`config.mk`:
```
export PLATFORM = sky130hd
export DESIGN_NAME = note_scroller_flat
export DESIGN_NICKNAME = d
export VERILOG_FILES = /design/src/rtl/note_scroller_if.sv /design/src/rtl/note_scroller.sv /design/src/flat_wrapper.sv
export SDC_FILE = /design/constraint.sdc
export NUM_CORES = 1
export LEC_CHECK = 0
export BUFFER_PORTS_ARGS = -buffer_cell sky130_fd_sc_hd__buf_2
export CAP_MARGIN = 40
export CORE_ASPECT_RATIO = 0.5
export CORE_MARGIN = 2
export CORE_UTILIZATION = 55
export CTS_CLUSTER_DIAMETER = 40
export CTS_CLUSTER_SIZE = 16
export DETAILED_ROUTE_END_ITERATION = 8
export GPL_ROUTABILITY_DRIVEN = 1
export PLACE_DENSITY = 0.75
export SLEW_MARGIN = 20
export SYNTH_ARGS = -nofsm -noshare
export SYNTH_HDL_FRONTEND = slang
export SYNTH_SLANG_ARGS = --single-unit
```
`constraint.sdc`:
```
create_clock -name clk -period 4.1 [get_ports clk]
set_clock_uncertainty 0.1 [all_clocks]
set_input_delay 0.82 -clock clk [delete_from_list [all_inputs] [get_ports clk]]
set_output_delay 0.82 -clock clk [all_outputs]
set_load 0.05 [all_outputs]
```
`src/rtl/note_scroller_if.sv`:
```
// Note-event handshake between the music/keyboard producer and note_scroller.
//   nota_valid  producer -> scroller  note event offered
//   nota_pitch  producer -> scroller  pitch index 0..15 (15 = highest on screen)
//   nota_ready  scroller -> producer  slot free and accept allowed this cycle
interface note_scroller_if;
  logic       nota_valid;
  logic [3:0] nota_pitch;
  logic       nota_ready;

  modport master (output nota_valid, output nota_pitch, input nota_ready);
  modport slave  (input nota_valid, input nota_pitch, output nota_ready);
endinterface

```
`src/rtl/note_scroller.sv`:
```
// Scrolling-note layer for the object colour mux. Holds up to SLOTS notes,
// scrolls them left by SPEED on every frame_tick and reports per pixel whether
// a live note is hit and its colour.
//   clk, reset_n         clock, synchronous active-low reset
//   nota (slave)         note-event valid/ready handshake
//   frame_tick           one-cycle pulse per frame, moves all notes
//   video_on, pixel_x/y  current pixel
//   objeto_notas_on      registered: pixel hits a live note
//   color_notas          registered: colour of lowest-index hit note, else 0
//   slots_used           registered count of live slots
//   overflow             sticky: note offered while pool full
module note_scroller #(
  parameter int unsigned SLOTS     = 8,
  parameter int unsigned H_ACTIVE  = 640,
  parameter int unsigned NOTE_W    = 16,
  parameter int unsigned NOTE_H    = 8,
  parameter int unsigned STAFF_TOP = 160,
  parameter int unsigned SPEED     = 2
) (
  input  logic             clk,
  input  logic             reset_n,
  note_scroller_if.slave   nota,
  input  logic             frame_tick,
  input  logic             video_on,
  input  logic [9:0]       pixel_x,
  input  logic [9:0]       pixel_y,
  output logic             objeto_notas_on,
  output logic [2:0]       color_notas,
  output logic [3:0]       slots_used,
  output logic             overflow
);

  localparam int unsigned XW   = 11;
  localparam int unsigned IDXW = (SLOTS > 1) ? $clog2(SLOTS) : 1;
  localparam int unsigned CNTW = 4;

  logic [SLOTS-1:0] valid_q, valid_d;
  logic [XW-1:0]    x_q     [SLOTS];
  logic [XW-1:0]    x_d     [SLOTS];
  logic [3:0]       pitch_q [SLOTS];
  logic [3:0]       pitch_d [SLOTS];

  logic             obj_q;
  logic [2:0]       color_q;
  logic [CNTW-1:0]  used_q;
  logic             ovf_q;

  logic             any_free_c;
  logic [IDXW-1:0]  free_idx_c;
  logic             ready_c;
  logic             accept_c;
  logic [CNTW-1:0]  cnt_d;
  logic             any_hit_c;
  logic [2:0]       hit_color_c;
  logic [XW-1:0]    px_c, py_c;

  function automatic logic [XW-1:0] note_ytop(input logic [3:0] p);
    return XW'(STAFF_TOP) + XW'(4'd15 - p) * XW'(NOTE_H / 2);
  endfunction

  // Pitch colour; pitches with low bits 000 map to white so no note is black.
  function automatic logic [2:0] slot_color(input logic [3:0] p);
    return (p[2:0] == 3'd0) ? 3'b111 : p[2:0];
  endfunction

  // Lowest-index free slot (descending scan so the lowest index is kept last).
  always_comb begin
    any_free_c = 1'b0;
    free_idx_c = '0;
    for (int i = int'(SLOTS) - 1; i >= 0; i--) begin
      if (!valid_q[i]) begin
        any_free_c = 1'b1;
        free_idx_c = IDXW'(i);
      end
    end
  end

  assign ready_c         = reset_n & any_free_c & ~frame_tick;
  assign accept_c        = nota.nota_valid & ready_c;
  assign nota.nota_ready = ready_c;

  // Slot next state: scroll on frame_tick, otherwise at most one accept.
  always_comb begin
    valid_d = valid_q;
    x_d     = x_q;
    pitch_d = pitch_q;
    for (int i = 0; i < int'(SLOTS); i++) begin
      if (frame_tick) begin
        if (valid_q[i]) begin
          if (x_q[i] < XW'(SPEED)) valid_d[i] = 1'b0;
          else                     x_d[i]     = x_q[i] - XW'(SPEED);
        end
      end else if (accept_c && (free_idx_c == IDXW'(i))) begin
        valid_d[i] = 1'b1;
        x_d[i]     = XW'(H_ACTIVE);
        pitch_d[i] = nota.nota_pitch;
      end
    end
  end

  // Live-slot count of the next state, so slots_used tracks valid_q exactly.
  always_comb begin
    cnt_d = '0;
    for (int i = 0; i < int'(SLOTS); i++) cnt_d = cnt_d + CNTW'(valid_d[i]);
  end

  assign px_c = XW'(pixel_x);
  assign py_c = XW'(pixel_y);

  // Hit test against current slot state; lowest hitting index sets colour.
  always_comb begin
    any_hit_c   = 1'b0;
    hit_color_c = '0;
    for (int i = int'(SLOTS) - 1; i >= 0; i--) begin
      if (valid_q[i] &&
          (px_c >= x_q[i]) && (px_c < x_q[i] + XW'(NOTE_W)) &&
          (py_c >= note_ytop(pitch_q[i])) &&
          (py_c < note_ytop(pitch_q[i]) + XW'(NOTE_H))) begin
        any_hit_c   = 1'b1;
        hit_color_c = slot_color(pitch_q[i]);
      end
    end
  end

  // State and output registers.
  always_ff @(posedge clk) begin
    if (!reset_n) begin
      valid_q <= '0;
      for (int i = 0; i < int'(SLOTS); i++) begin
        x_q[i]     <= '0;
        pitch_q[i] <= '0;
      end
      obj_q   <= 1'b0;
      color_q <= '0;
      used_q  <= '0;
      ovf_q   <= 1'b0;
    end else begin
      valid_q <= valid_d;
      x_q     <= x_d;
      pitch_q <= pitch_d;
      obj_q   <= video_on & any_hit_c;
      color_q <= hit_color_c;
      used_q  <= cnt_d;
      if (nota.nota_valid && !any_free_c) ovf_q <= 1'b1;
    end
  end

  assign objeto_notas_on = obj_q;
  assign color_notas     = color_q;
  assign slots_used      = used_q;
  assign overflow        = ovf_q;

endmodule
```
`src/flat_wrapper.sv`:
```
// flat-port wrapper written by rule: the top's interface ports become plain ports
module note_scroller_flat 
#(
  parameter int unsigned SLOTS     = 8,
  parameter int unsigned H_ACTIVE  = 640,
  parameter int unsigned NOTE_W    = 16,
  parameter int unsigned NOTE_H    = 8,
  parameter int unsigned STAFF_TOP = 160,
  parameter int unsigned SPEED     = 2
)
  (clk, reset_n, frame_tick, video_on, pixel_x, pixel_y, objeto_notas_on, color_notas, slots_used, overflow, nota_nota_valid, nota_nota_pitch, nota_nota_ready);
  note_scroller_if nota_i ();
  input  logic clk;
  input  logic reset_n;
  input  logic frame_tick;
  input  logic video_on;
  input  logic [9:0] pixel_x;
  input  logic [9:0] pixel_y;
  output logic objeto_notas_on;
  output logic [2:0] color_notas;
  output logic [3:0] slots_used;
  output logic overflow;
  input wire logic [$bits(nota_i.nota_valid)-1:0] nota_nota_valid;
  input wire logic [$bits(nota_i.nota_pitch)-1:0] nota_nota_pitch;
  output wire logic [$bits(nota_i.nota_ready)-1:0] nota_nota_ready;
  assign nota_i.nota_valid = nota_nota_valid;
  assign nota_i.nota_pitch = nota_nota_pitch;
  assign nota_nota_ready = nota_i.nota_ready;
  note_scroller #(.SLOTS(SLOTS), .H_ACTIVE(H_ACTIVE), .NOTE_W(NOTE_W), .NOTE_H(NOTE_H), .STAFF_TOP(STAFF_TOP), .SPEED(SPEED)) u_core (.clk(clk), .reset_n(reset_n), .nota(nota_i), .frame_tick(frame_tick), .video_on(video_on), .pixel_x(pixel_x), .pixel_y(pixel_y), .objeto_notas_on(objeto_notas_on), .color_notas(color_notas), .slots_used(slots_used), .overflow(overflow));
endmodule
```
==> summary.md, run 1 <==
| Metric | Value |
|---|---|
| Most numerous cell in the Yosys netlist | ha_1 |
| Buffers on Ports | 37 |
| Max_cap viols | 0 |
| Pins over their slew limit | 0 |
| Setup TNS | 0 ns |
| Worst-Margin Slew | 0.769 ns |
| Hold Path Depth | 2 |
| Share of cells above drive strength 1 | 0.105 |
| Count of cell types in the netlist | 83 |
| Status | completed |
| Area Overhead vs Synth | 12.6% |
| Yosys top cell by area | ha_1 |
| Ys flop type | dfxtp_1 |
| Die footprint | 22300 µm² |
| DRC Markers | 0 |
| Mapped Cells | 1420 |
| Hold buffer count at CTS | 0 |
| Synth Area in Compound Gates | 0.164 |
| Hold Crit Start | u_core.overflow |
| FF-to-FF End | u_core.slots_used[1] |
| Startpoint types | flip-flop |
| Synth async-reset ratio | 0 |
| Worst slew slack as a fraction of its limit | 0.484 |
| Yosys warns | 0 |
| Detail Route Antenna Nets | 0 |
| Via density | 6.07 |
| RSZ-0062 raised after global routing | yes |
| Clk buf depth | 2 |
| R2r setup slk | 0.06 ns |
| Hold worst-path end | u_core.overflow |
| Synth Area in Simple Gates | 0.206 |
| Final Setup Violations | 0 |
| Clock latency on the worst-skew pair | 0.45 ns |
| Post-CTS setup buffers | 0 |
| Initial antenna violation count | 1 |
| RR Startpoint | u_core.x_q[78] |
| Kind of critical path | reg2reg |
| Synth Area in XOR/XNOR | 0.0802 |
| EDFF count, synth | 0 |
| Worst Setup End Kind | flip-flop |
| Post-Layout Cell Count | 1778 |
| Die span in x | 209 µm |
| ANT cells | 0 |
| Maximum vdd drop | 0.285 mV |
| F_max | 248 MHz |
| Minimum clock period | 4.04 ns |
| Final hold vios | 0 |
| Total gr overflow | 0 |
| Pwr/cell area | 271 nW/µm² |
| CTS tree | built |
| Ranking of synthesized cells by area | ha_1, dfxtp_1, xnor2_1 |
| Syn_area_per_cell | 8.16 µm² |
| Vias | 10800 |
| Crit-path max FO | 2 |
| #FFs+latches synth | 129 |
| Area share of the largest cell type after synthesis | 0.250 |
| Final Hold Slack | 0.379 ns |
| Largest family of logic cells by synthesized area | adder cells |
| Adder-Cell Fraction of Synth Area | 0.256 |
| First-pass GRT wire length | 53300 µm |
| R2R cell count | 14 |
| DRT iter0 DRCs | 871 |
| Critical path arrival | 4.28 ns |
| Io pins | 39 |
| GRT Total Usage | 0.303 |
| DRT Wirelength | 32900 µm |
| Critical Path RT | 4.34 ns |
| Hold Crit Class | reg2reg |
| Number of global-route vias before repair | 10600 |
| Effective utilization at floorplan | 0.562 |
| Detail-routed net length per standard cell | 18.5 µm |
| H-tree depth | 4 |
| Synth cell count leaders | ha_1, nor2_1, inv_1 |
| Mux share of post-synthesis cell area | 0.0149 |
| CTS Root Cell | clkbuf_16 |
| Core ar. | 20600 µm² |
| Placed cells | 1745 |
| Reg clk slew, reported paths | 0.06 ns |
| TritonCTS Buffers | 17 |
| Largest net degree at the start of global routing | 75 |
| Seq/Total Area, Yosys | 0.223 |
| Leakage Power | 5.25 nW |
| Tcrit/Tclk final | 0.985 |
| Nets | 1756 |
| Row cnt | 37 |
| Dpl hpwl | 24900 µm |
| Sink Count | 129 |
| Pre-antenna DRT Iters | 6 |
| Die Y | 107 µm |
| Mapped Area | 11600 µm² |
| Final GP Congestion | 0.915 |
[flip-flops by register name (all words and copies together), names as in the netlist]
name / flops
u_core.overflow: 1
u_core.color_notas: 3
u_core.slots_used: 4
u_core.x_q: 80
u_core.objeto_notas_on: 1
u_core.valid_q: 8
u_core.pitch_q: 32
[worst max-delay path: stages, from the launching register on]
cell and delay [ns]:
dfxtp_2 0.32, inv_2 0.08, ha_4 0.14, or4b_4 0.46
or3_4 0.36, nor2_4 0.09, o21ai_2 0.06, ha_1 0.30
inv_2 0.04, fa_1 0.52, fa_1 0.44, fa_2 0.37
inv_2 0.07, fa_1 0.40, and2_1 0.17
[power by group]
part           switching [mW]  total [mW]  internal [mW]  leakage (nW)
clock                   0.624        1.73           1.11         0.312
combinational           0.315       0.523          0.208          3.90
sequential             0.0134        1.28           1.27          1.04
total                   0.952        3.54           2.58          5.25
[how the worst max path moves through the flow]
stage | from | end | slack [ns] | depth (start not counted)
floorplan | u_core.x_q[78] | u_core.slots_used[1] | 0.03 | 14
global placement | u_core.x_q[78] | u_core.slots_used[1] | -0.02 | 14
detailed placement | u_core.x_q[78] | u_core.slots_used[1] | -0.09 | 14
CTS | u_core.x_q[78] | u_core.slots_used[1] | 0.0008 | 14
global route | u_core.x_q[78] | u_core.slots_used[1] | -0.02 | 14
finish | u_core.x_q[78] | u_core.slots_used[1] | 0.06 | 14
[per-stage QoR]
stage,power (mW),setup slack (ns),utilization,instance area [µm²]
after floorplan,1.61,0.0259,-,11600
after global placement,1.78,-0.0186,0.598,12300
after detailed placement,1.80,-0.0903,0.598,12300
after CTS,3.53,0.000762,0.631,13000
after global routing,3.66,-0.0230,0.633,13000
final,3.54,0.0616,0.633,13000
[repair_timing]
item                                    4_1_cts  5_1_grt
gates cloned                                  0        0
resized for setup                            13        1
endpoints found under the setup margin        1        2
pin swaps                                     2        1
hold endpoints to repair                      0        0
[cell families (layout without fill, tap and decap cells)]
family                   count (synthesis)  after routing
AND/OR/NAND/NOR                        469            469
other                                    1              4
flip-flops                             129            129
adder cells (fa/ha/maj)                235            235
AO/OA/AOI/OAI                          295            295
multiplexers                            17             17
buffers and inverters                  168            250
XOR/XNOR                               106            106
[routing by layer]
metal	up-vias	part of all wire	routed length (µm)	GRT usage
met4	0	0.025	839	0.118
li1	5190	-	-	-
met1	5125	0.44	14300	0.383
met5	-	0	0	0
met2	391	0.45	14800	0.494
met3	80	0.090	2970	0.0852
[layout make-up]
cell class,instances,area (µm²)
Inverter,136,510
Clock buffer,19,453
Multi-Input combinational cell,1126,8390
Timing Repair Buffer,82,548
Tap cell,273,342
Fill cell,1709,7560
Clock inverter,13,208
Sequential cell,129,2580
[cells in the final DEF (no fill, tap or decap), types with 5 or more instances in the layout]
master	instances
a2111oi_0	6
a211o_1	5
a211oi_1	13
a21o_1	8
a21oi_1	117
a31oi_1	8
and2_1	7
and3_1	9
buf_2	37
buf_4	43
bufinv_16	5
clkbuf_16	17
dfxtp_1	127
ha_1	230
inv_1	131
inv_2	5
mux2i_1	15
nand2_1	99
nand2b_1	15
nand3_1	48
nand3b_1	9
nand4_1	17
nor2_1	149
nor2b_1	6
nor3_1	29
nor4_1	15
nor4b_1	11
o2111ai_1	5
o211ai_1	24
o21a_1	15
o21ai_0	45
o31ai_1	6
or3_1	13
or4_1	7
xnor2_1	103
Note: power is estimated with default switching activity, not from simulation.
==> run 2, diff against run 1 <==
- CORE_UTILIZATION: 55 -> 58
- PLACE_DENSITY: 0.75 -> 0.78
==> summary.md, run 2 (synthesis results as in run 1) <==
| Metric | Value |
|---|---|
| Core ar. | 19500 µm² |
| F_max | 249 MHz |
| Via density | 6.14 |
| Largest regs | u_core.x_q (80), u_core.pitch_q (32), u_core.valid_q (8) |
| Area Overhead vs Synth | 12.4% |
| Kind of critical path | reg2reg |
| Final Setup Violations | 0 |
| Biggest register | u_core.x_q |
| Post-Layout Cell Count | 1775 |
| Status | completed |
| Largest net degree at the start of global routing | 75 |
| Die footprint | 21200 µm² |
| Io pins | 39 |
| Tcrit/Tclk final | 0.980 |
| DRT iter0 DRCs | 1043 |
| Final Util | 0.667 |
| Share of cells above drive strength 1 | 0.105 |
| Final GP Congestion | 0.920 |
| Placed cells | 1742 |
| Die Y | 104 µm |
| Effective utilization at floorplan | 0.594 |
| Nets | 1760 |
| CTS Root Cell | clkbuf_16 |
| TritonCTS Buffers | 17 |
| Worst slew slack as a fraction of its limit | 0.498 |
| DRC Markers | 0 |
| Sink Count | 129 |
| Critical Path RT | 4.33 ns |
| Number of flip-flops in the largest register | 80 |
| Pre-antenna DRT Iters | 8 |
| Initial antenna violation count | 0 |
| Worst setup margin | 0.0823 ns |
| Die span in x | 204 µm |
| Row cnt | 36 |
| DRT Wirelength | 33000 µm |
| H-tree depth | 4 |
| Most frequent cells in the layout | ha_1, nor2_1, inv_1 |
| Reg clk slew, reported paths | 0.06 ns |
| Vias | 10900 |
| Total gr overflow | 0 |
| Pins over their slew limit | 0 |
| Final Hold Slack | 0.386 ns |
| Max_cap viols | 0 |
| Worst-Margin Slew | 0.748 ns |
| GRT Total Usage | 0.317 |
| First-pass GRT wire length | 52800 µm |
| Buffers on Ports | 37 |
| Dpl hpwl | 24700 µm |
| Pre-CTS worst setup slack | -0.125 ns |
| Clock latency on the worst-skew pair | 0.44 ns |
| Minimum clock period | 4.02 ns |
| RSZ-0062 raised after global routing | no |
| Detail Route Antenna Nets | 0 |
| Critical path arrival | 4.25 ns |
| CTS tree | built |
| Leakage Power | 5.26 nW |
| Hold buffer count at CTS | 0 |
| Crit-path max FO | 2 |
| ANT cells | 0 |
| Most common cell after layout, fill and taps aside | ha_1 |
| Number of global-route vias before repair | 10500 |
| Final hold vios | 0 |
| Clk buf depth | 2 |
| Pwr/cell area | 266 nW/µm² |
| Worst Setup End Kind | flip-flop |
| Maximum vdd drop | 0.307 mV |
| Post-CTS setup buffers | 0 |
| Detail-routed net length per standard cell | 18.6 µm |
| Startpoint types | flip-flop |
| Hold Crit Class | reg2reg |
[run 2: cell count changes in the layout (fill, tap and decap cells not counted), sizes merged]
| cell | change |
|---|---|
| bufinv | -1 |
| inv | +2 |
| clkinv | +3 |
| buf | +4 |
| clkinvlp | -2 |
| clkbuf | -2 |
[run 2: stage by stage]
step                       TNS, ns  power, mW  area, µm²
after CTS                        0       3.45      13000
after floorplan                  0       1.61      11600
after detailed placement    -0.125       1.80      12300
after global placement    -0.00533       1.78      12300
final                            0       3.46      13000
after global routing             0       3.58      13000
[run 2: cell type report]
class,count,area [µm²]
multi-input cells,1126,8380
clock inverters,15,206
fillers,1587,6490
inverters,136,510
repair buffers,86,573
clock buffers,17,425
flip-flops and latches,129,2580
well taps,266,333
[run 2: what timing repair did]
item	4_1_cts	5_1_grt
resized for setup	6	4
pin swaps	4	2
setup endpoints to repair	2	2
[run 2: where the power goes]
part / switching, mW / internal, mW / total (mW)
clock network: 0.637 / 1.02 / 1.66
registers: 0.0127 / 1.27 / 1.28
logic: 0.316 / 0.207 / 0.524
[run 2: path summary, 6_finish.rpt]
check	from	endpoint	slack, ns	depth (start not counted)
max reg2reg	u_core.x_q[79]	u_core.slots_used[1]	0.08	14
min reg2reg	u_core.overflow	u_core.overflow	0.39	2
max	u_core.x_q[79]	u_core.slots_used[1]	0.08	14
min	u_core.overflow	u_core.overflow	0.39	2
[run 2: critical path, stage by stage (launching register included)]
cell,delay (ns)
dfxtp_2,0.32
inv_2,0.07
ha_4,0.14
or4b_4,0.46
or3_4,0.36
nor2_2,0.10
o21ai_1,0.08
ha_1,0.29
inv_1,0.05
fa_1,0.52
fa_1,0.44
fa_2,0.35
inv_2,0.07
fa_1,0.39
and2_1,0.17
[run 2: routing by layer]
layer	global-route usage	wire, µm
met1	0.418	14400
met2	0.511	14500
met3	0.0711	3060
met4	0.112	962
met5	0	0
==> run 3, diff against run 2 <==
- clock period: 4.1 -> 3.4 ns (I/O delays scaled with it)
==> summary.md, run 3 (synthesis results as in run 1) <==
| Metric | Value |
|---|---|
| Total gr overflow | 0 |
| DRC Markers | 0 |
| Die footprint | 21200 µm² |
| Pwr/cell area | 290 nW/µm² |
| Worst setup margin | -0.658 ns |
| Via density | 5.95 |
| Worst-Margin Slew | 0.602 ns |
| R2r setup slk | -0.66 ns |
| FF-to-FF End | u_core.slots_used[1] |
| Number of flip-flops in the largest register | 80 |
| Sink Count | 129 |
| Die span in x | 204 µm |
| Effective utilization at floorplan | 0.594 |
| Critical Path RT | 3.64 ns |
| RSZ-0062 raised after global routing | yes |
| Detail-routed net length per standard cell | 18.6 µm |
| Startpoint types | flip-flop |
| Top Usage Layer GRT | met2 |
| Bufs and invs on worst path | 3 |
| Share of cells above drive strength 1 | 0.174 |
| Kind of critical path | reg2reg |
| CTS tree | built |
| Final hold vios | 0 |
| CP Launch Point | u_core.x_q[79] |
| Buffers on Ports | 37 |
| Area Overhead vs Synth | 19.7% |
| GRT Total Usage | 0.336 |
| F_max | 246 MHz |
| Vias | 11200 |
| DRT Wirelength | 35100 µm |
| CP max stage cell | fa_1 |
| Largest regs | u_core.x_q (80), u_core.pitch_q (32), u_core.valid_q (8) |
| First-pass GRT wire length | 55900 µm |
| Critical path arrival | 4.30 ns |
| Most common cell after layout, fill and taps aside | ha_1 |
| Leakage Power | 5.80 nW |
| Met3 Use GR | 0.0774 |
| Hold Crit Class | reg2reg |
| Maximum vdd drop | 0.456 mV |
| Io pins | 39 |
| Die Y | 104 µm |
| Final Hold Slack | 0.397 ns |
| Critical Path Sink | u_core.slots_used[1] |
| DRT iter0 DRCs | 1014 |
| Largest net degree at the start of global routing | 75 |
| Cell depth of the worst setup path | 14 |
| Minimum clock period | 4.06 ns |
| Tot Pwr | 4.02 mW |
| Core ar. | 19500 µm² |
| Crit-path max FO | 2 |
| Worst slew slack as a fraction of its limit | 0.598 |
| CP Cell Sequence | inv_2 -> ha_4 -> or4b_4 -> or3_4 -> nor2_4 -> o21ai_2 -> ha_1 -> inv_1 -> fa_1 -> fa_1 -> fa_2 -> inv_2 -> fa_2 -> and2_4 |
| Clock latency on the worst-skew pair | 0.44 ns |
| R2R cell count | 14 |
| # fillers | 1484 |
| Clk buf depth | 2 |
| H-tree depth | 4 |
| Final Cell Area | 13900 µm² |
| Pre-antenna DRT Iters | 5 |
| Hold buffer count at CTS | 0 |
| Tcrit/Tclk final | 1.19 |
| Initial antenna violation count | 1 |
| Final GP Congestion | 0.955 |
| Met2 Use GR | 0.530 |
| Area post-placement | 13200 µm² |
| Failing checks | negative setup slack |
| Max incr delay on CP | 0.51 ns |
| Reg clk slew, reported paths | 0.07 ns |
| CTS Root Cell | clkbuf_16 |
| Pins over their slew limit | 0 |
| CP delay by family, top | adder cells |
| Dpl hpwl | 27100 µm |
| Final Setup Violations | 4 |
| RR Startpoint | u_core.x_q[79] |
| TritonCTS Buffers | 17 |
| Worst Setup End Kind | flip-flop |
| Most frequent cells in the layout | ha_1, buf_4, nor2_1 |
| Grt met1 use | 0.455 |
| Max_cap viols | 0 |
| Nets | 1872 |
| Biggest register | u_core.x_q |
| Status | complete, but fails checks |
| Number of global-route vias before repair | 11100 |
| Row cnt | 36 |
| Detail Route Antenna Nets | 0 |
run 3: changes by cell type in the layout (fill, tap and decap cells not counted), sizes merged:
cell	delta
buf	+112
clkinvlp	+2
clkinv	+1
inv	-2
diode	+1
bufinv	-3
clkbuf	+1
run 3: how the worst min path moves through the flow:
| stage | startpoint | to | slack, ns | cells past startpoint |
|---|---|---|---|---|
| global route | u_core.pitch_q[26] | u_core.pitch_q[26] | 0.43 | 2 |
| global placement | u_core.pitch_q[25] | u_core.pitch_q[25] | 0.38 | 2 |
| detailed placement | u_core.x_q[46] | u_core.x_q[46] | 0.39 | 2 |
| finish | u_core.pitch_q[6] | u_core.pitch_q[6] | 0.40 | 2 |
| floorplan | u_core.x_q[46] | u_core.x_q[46] | 0.36 | 2 |
| CTS | u_core.pitch_q[6] | u_core.pitch_q[6] | 0.40 | 2 |
run 3: worst min-delay path, cell delays in order, from the launching register on:
cell     delay, ns
dfxtp_1       0.33
nand2_1       0.07
a21oi_1       0.06
run 3: where the power goes:
part / total, mW / internal, mW / switching (mW)
Combinational: 0.702 / 0.298 / 0.404
Sequential: 1.54 / 1.53 / 0.0105
Clock: 1.78 / 1.02 / 0.766
run 3: cell type report:
class | count | area (µm²) | area share
Inverter | 136 | 510 | 0.0368
Antenna cell | 1 | 2.50 | 0.000180
Multi-Input combinational cell | 1126 | 8440 | 0.609
Tap cell | 266 | 333 | 0.0240
Clock buffer | 18 | 439 | 0.0317
Timing Repair Buffer | 198 | 1440 | 0.104
Clock inverter | 13 | 115 | 0.00830
Sequential cell | 129 | 2580 | 0.186
run 3: through the flow:
stage / cells / TNS (ns) / setup slack [ns] / util
5_1_grt: 1886 / -2.01 / -0.744 / 0.711
2_1_floorplan: 1423 / -1.14 / -0.525 / -
4_1_cts: 1884 / -1.55 / -0.636 / 0.706
3_5_place_dp: 1853 / -2.69 / -0.610 / 0.677
3_3_place_gp: 1853 / -2.66 / -0.570 / 0.677
6_report: 1887 / -1.62 / -0.658 / 0.711
run 3: what timing repair did:
| action | in CTS | in global routing |
|---|---|---|
| pin swaps | 0 | 2 |
| buffers inserted | 0 | 1 |
| setup endpoints to repair | 6 | 8 |
| gates resized for setup | 2 | 15 |
run 3: layer usage:
metal | wire [µm] | share of wire | up-vias
li1 | - | - | 5402
met1 | 16000 | 0.45 | 5355
met2 | 15400 | 0.44 | 416
met3 | 3090 | 0.088 | 57
met4 | 709 | 0.020 | 0
met5 | 0 | 0 | -
